`src/rtl/div_unit_pkg.sv`:
```
// Shared constants and state encoding for the multi-cycle integer divider.
package div_unit_pkg;

    localparam int unsigned DIV_WIDTH = 32;
    localparam int unsigned DIV_CNT_W = 6;

    typedef enum logic [1:0] {
        DIV_FREE    = 2'b00,
        DIV_BY_ZERO = 2'b01,
        DIV_ON      = 2'b10,
        DIV_END     = 2'b11
    } div_state_e;

    localparam logic DIV_RESULT_READY     = 1'b1;
    localparam logic DIV_RESULT_NOT_READY = 1'b0;
    localparam logic DIV_START            = 1'b1;
    localparam logic DIV_STOP             = 1'b0;

endpackage

```
`src/rtl/div_step.sv`:
```
// One radix-2 restoring iteration: shift in a dividend bit, trial-subtract the divisor.
module div_step
    import div_unit_pkg::*;
#(
    parameter int unsigned WIDTH = DIV_WIDTH
) (
    input  logic [WIDTH-1:0] rem_i,
    input  logic             bit_i,
    input  logic [WIDTH-1:0] divisor_i,
    output logic [WIDTH-1:0] rem_o,
    output logic             qbit_o
);

    logic [WIDTH:0] shifted_c;

    // The shifted remainder needs one extra bit; the restored result always fits WIDTH.
    assign shifted_c = {rem_i, bit_i};
    assign qbit_o    = (shifted_c >= {1'b0, divisor_i});
    assign rem_o     = qbit_o ? WIDTH'(shifted_c - {1'b0, divisor_i}) : WIDTH'(shifted_c);

endmodule

```
`src/rtl/div_unit.sv`:
```
// Multi-cycle DIV/DIVU unit returning {remainder, quotient}.
// Optional early-out for |dividend| < |divisor| is enabled by DIV_EARLY_OUT_EN.
module div_unit
    import div_unit_pkg::*;
#(
    parameter int unsigned WIDTH = DIV_WIDTH,
    parameter int unsigned CNT_W = DIV_CNT_W
) (
    input  logic               clk,
    input  logic               rst,
    input  logic               signed_div_i,
    input  logic [WIDTH-1:0]   opdata1_i,
    input  logic [WIDTH-1:0]   opdata2_i,
    input  logic               start_i,
    input  logic               annul_i,
    output logic [2*WIDTH-1:0] result_o,
    output logic               ready_o
);

    div_state_e           state_q, state_d;
    logic [CNT_W-1:0]     cnt_q, cnt_d;
    logic [WIDTH-1:0]     dvd_q, dvd_d;
    logic [WIDTH-1:0]     dvs_q, dvs_d;
    logic [WIDTH-1:0]     rem_q, rem_d;
    logic [WIDTH-1:0]     quot_q, quot_d;
    logic                 neg_quot_q, neg_quot_d;
    logic                 neg_rem_q, neg_rem_d;
    logic [2*WIDTH-1:0]   result_q, result_d;
    logic                 ready_q, ready_d;

    logic [WIDTH-1:0]     mag1_c, mag2_c;
    logic [WIDTH-1:0]     step_rem_c, quot_fin_c, quot_out_c, rem_out_c;
    logic                 step_qbit_c;

    // Operand magnitudes; signed negatives are two's-complement negated.
    assign mag1_c = (signed_div_i && opdata1_i[WIDTH-1]) ? (~opdata1_i + WIDTH'(1)) : opdata1_i;
    assign mag2_c = (signed_div_i && opdata2_i[WIDTH-1]) ? (~opdata2_i + WIDTH'(1)) : opdata2_i;

    div_step #(
        .WIDTH (WIDTH)
    ) u_step (
        .rem_i     (rem_q),
        .bit_i     (dvd_q[WIDTH-1]),
        .divisor_i (dvs_q),
        .rem_o     (step_rem_c),
        .qbit_o    (step_qbit_c)
    );

    // Final iteration result with the sign correction folded in.
    assign quot_fin_c = WIDTH'({quot_q, step_qbit_c});
    assign quot_out_c = neg_quot_q ? (~quot_fin_c + WIDTH'(1)) : quot_fin_c;
    assign rem_out_c  = neg_rem_q  ? (~step_rem_c + WIDTH'(1)) : step_rem_c;

    always_ff @(posedge clk or negedge rst) begin
        if (!rst) begin
            state_q    <= DIV_FREE;
            cnt_q      <= '0;
            dvd_q      <= '0;
            dvs_q      <= '0;
            rem_q      <= '0;
            quot_q     <= '0;
            neg_quot_q <= 1'b0;
            neg_rem_q  <= 1'b0;
            result_q   <= '0;
            ready_q    <= DIV_RESULT_NOT_READY;
        end else begin
            state_q    <= state_d;
            cnt_q      <= cnt_d;
            dvd_q      <= dvd_d;
            dvs_q      <= dvs_d;
            rem_q      <= rem_d;
            quot_q     <= quot_d;
            neg_quot_q <= neg_quot_d;
            neg_rem_q  <= neg_rem_d;
            result_q   <= result_d;
            ready_q    <= ready_d;
        end
    end

    always_comb begin
        state_d    = state_q;
        cnt_d      = cnt_q;
        dvd_d      = dvd_q;
        dvs_d      = dvs_q;
        rem_d      = rem_q;
        quot_d     = quot_q;
        neg_quot_d = neg_quot_q;
        neg_rem_d  = neg_rem_q;
        result_d   = result_q;
        ready_d    = ready_q;

        unique case (state_q)
            DIV_FREE: begin
                result_d = '0;
                ready_d  = DIV_RESULT_NOT_READY;
                if (start_i == DIV_START && !annul_i) begin
                    neg_quot_d = signed_div_i & (opdata1_i[WIDTH-1] ^ opdata2_i[WIDTH-1]);
                    neg_rem_d  = signed_div_i & opdata1_i[WIDTH-1];
                    dvd_d      = mag1_c;
                    dvs_d      = mag2_c;
                    rem_d      = '0;
                    quot_d     = '0;
                    cnt_d      = '0;
                    if (opdata2_i == '0) begin
                        state_d = DIV_BY_ZERO;
`ifdef DIV_EARLY_OUT_EN
                    end else if (mag1_c < mag2_c) begin
                        // Shares the one-cycle hold state; remainder is the untouched dividend.
                        rem_d   = opdata1_i;
                        state_d = DIV_BY_ZERO;
`endif
                    end else begin
                        state_d = DIV_ON;
                    end
                end
            end
            DIV_BY_ZERO: begin
                if (annul_i) begin
                    state_d = DIV_FREE;
                end else begin
                    state_d  = DIV_END;
                    result_d = {rem_q, quot_q};
                    ready_d  = DIV_RESULT_READY;
                end
            end
            DIV_ON: begin
                if (annul_i) begin
                    state_d = DIV_FREE;
                end else begin
                    dvd_d  = {dvd_q[WIDTH-2:0], 1'b0};
                    rem_d  = step_rem_c;
                    quot_d = quot_fin_c;
                    cnt_d  = cnt_q + CNT_W'(1);
                    if (cnt_q == CNT_W'(WIDTH - 1)) begin
                        state_d  = DIV_END;
                        result_d = {rem_out_c, quot_out_c};
                        ready_d  = DIV_RESULT_READY;
                    end
                end
            end
            DIV_END: begin
                if (start_i == DIV_STOP) begin
                    state_d  = DIV_FREE;
                    result_d = '0;
                    ready_d  = DIV_RESULT_NOT_READY;
                end
            end
            default: state_d = DIV_FREE;
        endcase
    end

    assign result_o = result_q;
    assign ready_o  = ready_q;

endmodule

```
`config.mk`:
```
export PLATFORM = sky130hd
export DESIGN_NAME = div_unit
export DESIGN_NICKNAME = d
export VERILOG_FILES = /design/src/rtl/div_unit_pkg.sv /design/src/rtl/div_step.sv /design/src/rtl/div_unit.sv
export SDC_FILE = /design/constraint.sdc
export NUM_CORES = 1
export LEC_CHECK = 0
export ABC_CLOCK_PERIOD_IN_PS = 13500
export BUFFER_PORTS_ARGS = -buffer_cell sky130_fd_sc_hd__buf_2
export CAP_MARGIN = 20
export CORE_ASPECT_RATIO = 1.75
export CORE_MARGIN = 2
export CORE_UTILIZATION = 35
export CTS_BUF_LIST = sky130_fd_sc_hd__clkbuf_16
export DETAILED_ROUTE_END_ITERATION = 8
export GPL_ROUTABILITY_DRIVEN = 0
export PLACE_DENSITY = 0.62
export SYNTH_ARGS = -nofsm -noshare
export SYNTH_HDL_FRONTEND = slang
export SYNTH_HIERARCHICAL = 1
export SYNTH_SLANG_ARGS = --single-unit
export TNS_END_PERCENT = 10
```
`constraint.sdc`:
```
create_clock -name clk -period 13.5 [get_ports clk]
set_input_delay 2.7 -clock clk [delete_from_list [all_inputs] [get_ports clk]]
set_output_delay 2.7 -clock clk [all_outputs]
set_load 0.01 [all_outputs]
```
==> results_tabular.tex <==
\begin{tabular}{lr}
\hline
Metric & Value \\
\hline
\multicolumn{2}{l}{\textbf{Outcome}} \\
Result of the run & finished clean \\
\multicolumn{2}{l}{\textbf{Synthesis}} \\
Sequential cell area fraction in the yosys report & 37.0\% \\
Synthesis Warnings & 6 \\
Post-synthesis sequential element count & 203 \\
Cell taking the most area after synthesis & sky130\_fd\_sc\_hd\_\_dfrtp\_1 \\
Number of enable flip-flop cells after synthesis & 0 \\
Synth area leaders & sky130\_fd\_sc\_hd\_\_dfrtp\_1, sky130\_fd\_sc\_hd\_\_nand2\_1, sky130\_fd\_sc\_hd\_\_o21ai\_0 \\
Async SR Flop Fraction & 100\% \\
Distinct cell type count after synthesis & 77 \\
Post-synth top area share & 37.0\% \\
Predominant post-synthesis flop cell & sky130\_fd\_sc\_hd\_\_dfrtp\_1 \\
Synthesized instance count & 1,657 \\
Post-synthesis net count & 1,769 \\
Post-Syn Area & 0.0137 sq mm \\
Average instance area after synthesis & 8.28 sq um \\
\multicolumn{2}{l}{\textbf{Finish}} \\
Number of antenna cells inserted & 0 \\
Nets & 1,825 \\
Ratio of cells with drive above 1 in the final layout & 14.0\% \\
Area Growth Syn to Fin & 12.3\% \\
Filler cells & 4,021 \\
Post-layout util & 39.6\% \\
Area taken by flip-flops and latches & 0.00508 sq mm \\
Multi-input gate area in the final layout & 0.00796 sq mm \\
\multicolumn{2}{l}{\textbf{GRT}} \\
Number of antenna violations at the first check in global routing & 2 \\
Total overflow reported by the global router & 0 \\
Largest net degree at the start of global routing & 116 \\
Via count of the first global-routing pass & 12,100 \\
Met1 global-route usage & 22.0\% \\
Global-route wire length before repair & 64.7 mm \\
Busiest layer in global routing & met2 \\
GRT Util Overall & 19.2\% \\
Met3 track utilization from global routing & 2.34\% \\
Global-route met2 utilization & 35.2\% \\
\multicolumn{2}{l}{\textbf{Setup path}} \\
Origin of the worst setup path & rem\_q[22]\$\_DFFE\_PN0P\_ \\
Ordered list of cells on the worst path & ha\_1, nand4\_1, nor3\_1, a31oi\_1, a21boi\_0, o21a\_4, inv\_2, mux2\_2, nor4\_1, nand4\_1, o41ai\_1, xor2\_1, o211ai\_1 \\
Largest incremental delay on the critical path & 0.80 ns \\
Type of origin of the critical path & flip-flop \\
Type of element capturing the critical path & flip-flop \\
Count of cells along the worst register-to-register path & 13 \\
RR Endpoint & result\_o[56]\$\_DFFE\_PN0P\_ \\
Required time of the critical path & 13.85 ns \\
Top cell by count, worst path & sky130\_fd\_sc\_hd\_\_nand4\_1 \\
Arrival time at the worst endpoint & 5.88 ns \\
Slowest CP cell & sky130\_fd\_sc\_hd\_\_nor4\_1 \\
Top fanout value on the critical path & 32 \\
Setup slack of the worst register-to-register path & 7.97 ns \\
Buf/Inv on CP & 1 \\
Reg-to-reg critical path startpoint & rem\_q[22]\$\_DFFE\_PN0P\_ \\
Worst setup path category & reg -> reg \\
Worst path top cell family by delay & simple AND/OR/NAND/NOR gates \\
\multicolumn{2}{l}{\textbf{Die}} \\
Top-level port count & 134 \\
Die Span X & 154 um \\
Number of placement rows & 96 \\
Overall die area & 0.0408 sq mm \\
Starting utilization of the core area & 35.2\% \\
Core area & 0.0389 sq mm \\
Die Ht & 266 um \\
\multicolumn{2}{l}{\textbf{Clock tree}} \\
Post-CTS setup buffer count & 0 \\
Hold bufs inserted after CTS & 0 \\
Clk\_lat worst skew & 0.54 ns \\
Library cell used as clock root buffer & sky130\_fd\_sc\_hd\_\_clkbuf\_16 \\
Depth of the CTS H-tree & 1 \\
Inserted Clock Buffers & 22 \\
Clock-pin slew reported for the worst setup and hold paths after clock tree synthesis & 0.07 ns \\
Maximum buffer depth of the clock tree & 3 \\
Number of gates given a new drive strength after cts & 0 \\
Sink count of the clock tree & 203 \\
CTS tree & done \\
\multicolumn{2}{l}{\textbf{STA}} \\
Transition time at the pin with the least slew margin & 1.09 ns \\
Final clock period utilization by the worst path & 41.0\% \\
Sum Neg Setup Slack & 0 ns \\
Worst clock skew & 0.0345 ns \\
Number of max-slew violations in the final report & 0 \\
\# setup viols final & 0 \\
Final critical path time including I/O delays and setup & 5.53 ns \\
Number of endpoints with negative hold slack in the final report & 0 \\
Setup repair after global routing missed its margin & false \\
Relative slew slack & 27.5\% \\
Peak Freq & 0.181 GHz \\
\multicolumn{2}{l}{\textbf{Detailed routing}} \\
Iteration-0 DRC count of the detailed router & 795 \\
DR vias & 12,300 \\
Routed wire length per instance & 18.1 um \\
Total detailed-routing wirelength & 40.1 mm \\
DRC violation count after routing & 0 \\
Antenna viol nets, final & 0 \\
Detail-routed via count per cell & 5.53 \\
Drt pass-1 iters & 5 \\
\multicolumn{2}{l}{\textbf{Hold path}} \\
Hold Path Class & reg -> reg \\
Hold-critical path depth & 2 \\
Hold path endpoint & quot\_q[31]\$\_DFFE\_PN0P\_ \\
Worst min-delay path startpoint & quot\_q[31]\$\_DFFE\_PN0P\_ \\
\multicolumn{2}{l}{\textbf{Flow run}} \\
Max capacitance violation total & 0 \\
\multicolumn{2}{l}{\textbf{Placed design}} \\
Buffers on Ports & 133 \\
Half-perimeter wire length after detailed placement & 29.6 mm \\
\multicolumn{2}{l}{\textbf{Pwr}} \\
Reported leakage power & 0.00693 uW \\
Peak supply drop & 0.119 mV \\
Cell area power density & 277 mW/mm\^{}2 \\
\hline
\end{tabular}
[stage by stage]
| step | area [sq um] | setup slack [ns] | total power, uW | hold WS (ns) | instances |
|---|---|---|---|---|---|
| after floorplan | 13700 | 8.99 | 2930 | 0.438 | 1657 |
| after global placement | 14700 | 8.10 | 3580 | 0.450 | 2178 |
| after detailed placement | 14700 | 8.06 | 3620 | 0.462 | 2178 |
| after CTS | 15400 | 8.04 | 4260 | 0.478 | 2218 |
| after global routing | 15400 | 7.61 | 4590 | 0.502 | 2219 |
| final | 15400 | 7.97 | 4270 | 0.468 | 2219 |
[cell usage after synthesis (4+ instances only)]
cell type                    n
sky130_fd_sc_hd__nor3b_1     6
sky130_fd_sc_hd__nand2_1   288
sky130_fd_sc_hd__inv_1      62
sky130_fd_sc_hd__buf_2       4
sky130_fd_sc_hd__a21o_1      9
sky130_fd_sc_hd__clkbuf_1   99
sky130_fd_sc_hd__xnor2_1    66
sky130_fd_sc_hd__o21a_1      5
sky130_fd_sc_hd__nand3_1    58
sky130_fd_sc_hd__or4_1      21
sky130_fd_sc_hd__o22ai_1    15
sky130_fd_sc_hd__a31o_2      4
sky130_fd_sc_hd__or2_2       7
sky130_fd_sc_hd__nand2b_1    8
sky130_fd_sc_hd__a21oi_1    74
sky130_fd_sc_hd__dfrtp_1   203
sky130_fd_sc_hd__a221oi_1    7
sky130_fd_sc_hd__nor4b_1     4
sky130_fd_sc_hd__a41oi_1     8
sky130_fd_sc_hd__a31oi_1    36
sky130_fd_sc_hd__and3_1      9
sky130_fd_sc_hd__o21ai_0   159
sky130_fd_sc_hd__nand4_1    17
sky130_fd_sc_hd__ha_1       42
sky130_fd_sc_hd__and2_1      5
sky130_fd_sc_hd__o41ai_1    15
sky130_fd_sc_hd__o21bai_1    4
sky130_fd_sc_hd__mux2_2     21
sky130_fd_sc_hd__xor2_1     67
sky130_fd_sc_hd__mux2i_1    14
sky130_fd_sc_hd__buf_1       8
sky130_fd_sc_hd__nor2b_1    10
sky130_fd_sc_hd__o211ai_1   42
sky130_fd_sc_hd__nor2_1    101
sky130_fd_sc_hd__or3_1      19
sky130_fd_sc_hd__nor3_1     28
sky130_fd_sc_hd__a22oi_1    13
sky130_fd_sc_hd__mux2_4      9
sky130_fd_sc_hd__o31ai_1    22
sky130_fd_sc_hd__nor4_1     10
sky130_fd_sc_hd__a21boi_0    6
[report_power, final]
group | internal [uW] | switching [uW]
Combinational | 975 | 1740
Sequential | 778 | 151
Clock | 356 | 266
Total | 2110 | 2160
[sequential cells by signal, indices dropped and copies added, names as in the netlist]
signal / flops
result_o: 64
dvd_q: 32
dvs_q: 32
quot_q: 32
rem_q: 32
cnt_q: 6
state_q: 2
neg_quot_q: 1
neg_rem_q: 1
ready_o: 1
[how the worst max path moves through the flow]
| stage | to | slack, ns | cells after the start |
|---|---|---|---|
| finish | result_o[56]$_DFFE_PN0P_ | 7.97 | 13 |
| global route | result_o[56]$_DFFE_PN0P_ | 7.61 | 15 |
| CTS | result_o[53]$_DFFE_PN0P_ | 8.04 | 13 |
| detailed placement | result_o[53]$_DFFE_PN0P_ | 8.06 | 13 |
| global placement | state_q[1]$_DFFE_PN0P_ | 8.10 | 6 |
| floorplan | result_o[61]$_DFFE_PN0P_ | 8.99 | 18 |
[routing by layer]
layer	part of all wire, %	vias up
met4	4.3	4
met3	4.2	92
met5	0.060	-
met1	39	5874
li1	-	5985
met2	52	324
[cells in the final DEF, fill, tap and decap left out, drive strengths merged, types with 23 or more instances in the layout]
master,n
buf,146
nor2,101
xnor2,66
o21ai,160
xor2,67
inv,67
or4,24
dfrtp,203
mux2,30
nand2,288
nor3,28
a31oi,37
a21oi,75
clkbuf,23
o211ai,42
nand3,58
ha,42
[worst reg2reg max path, delay by kind of cell, from the launching register on]
kind	cells	cell delay, ns
fa+ha+maj	1	0.43
xor+xnor	1	0.18
flops	1	0.44
simple gates	4	2.10
compound gates	5	1.18
buf+inv	1	0.56
mux	1	0.47
[cells by family (layout without fill, tap and decap cells)]
group	Yosys count	count (layout)	share of synthesized area (%)
XOR/XNOR	133	133	8.49
buffers and inverters	179	251	5.22
adder cells (fa/ha/maj)	43	43	3.98
flip-flops	203	203	37.0
multiplexers	44	44	3.73
AND/OR/NAND/NOR	611	611	21.0
AO/OA/AOI/OAI	444	444	20.6
[cell type report]
type / count / area share, %
Timing Repair Buffer: 147 / 5.11
Inverter: 64 / 1.56
Clock inverter: 18 / 1.12
Sequential cell: 203 / 33.0
Clock buffer: 22 / 3.57
Multi-Input combinational cell: 1275 / 51.7
Tap cell: 490 / 3.98
Power figures use the tool's default switching activity.
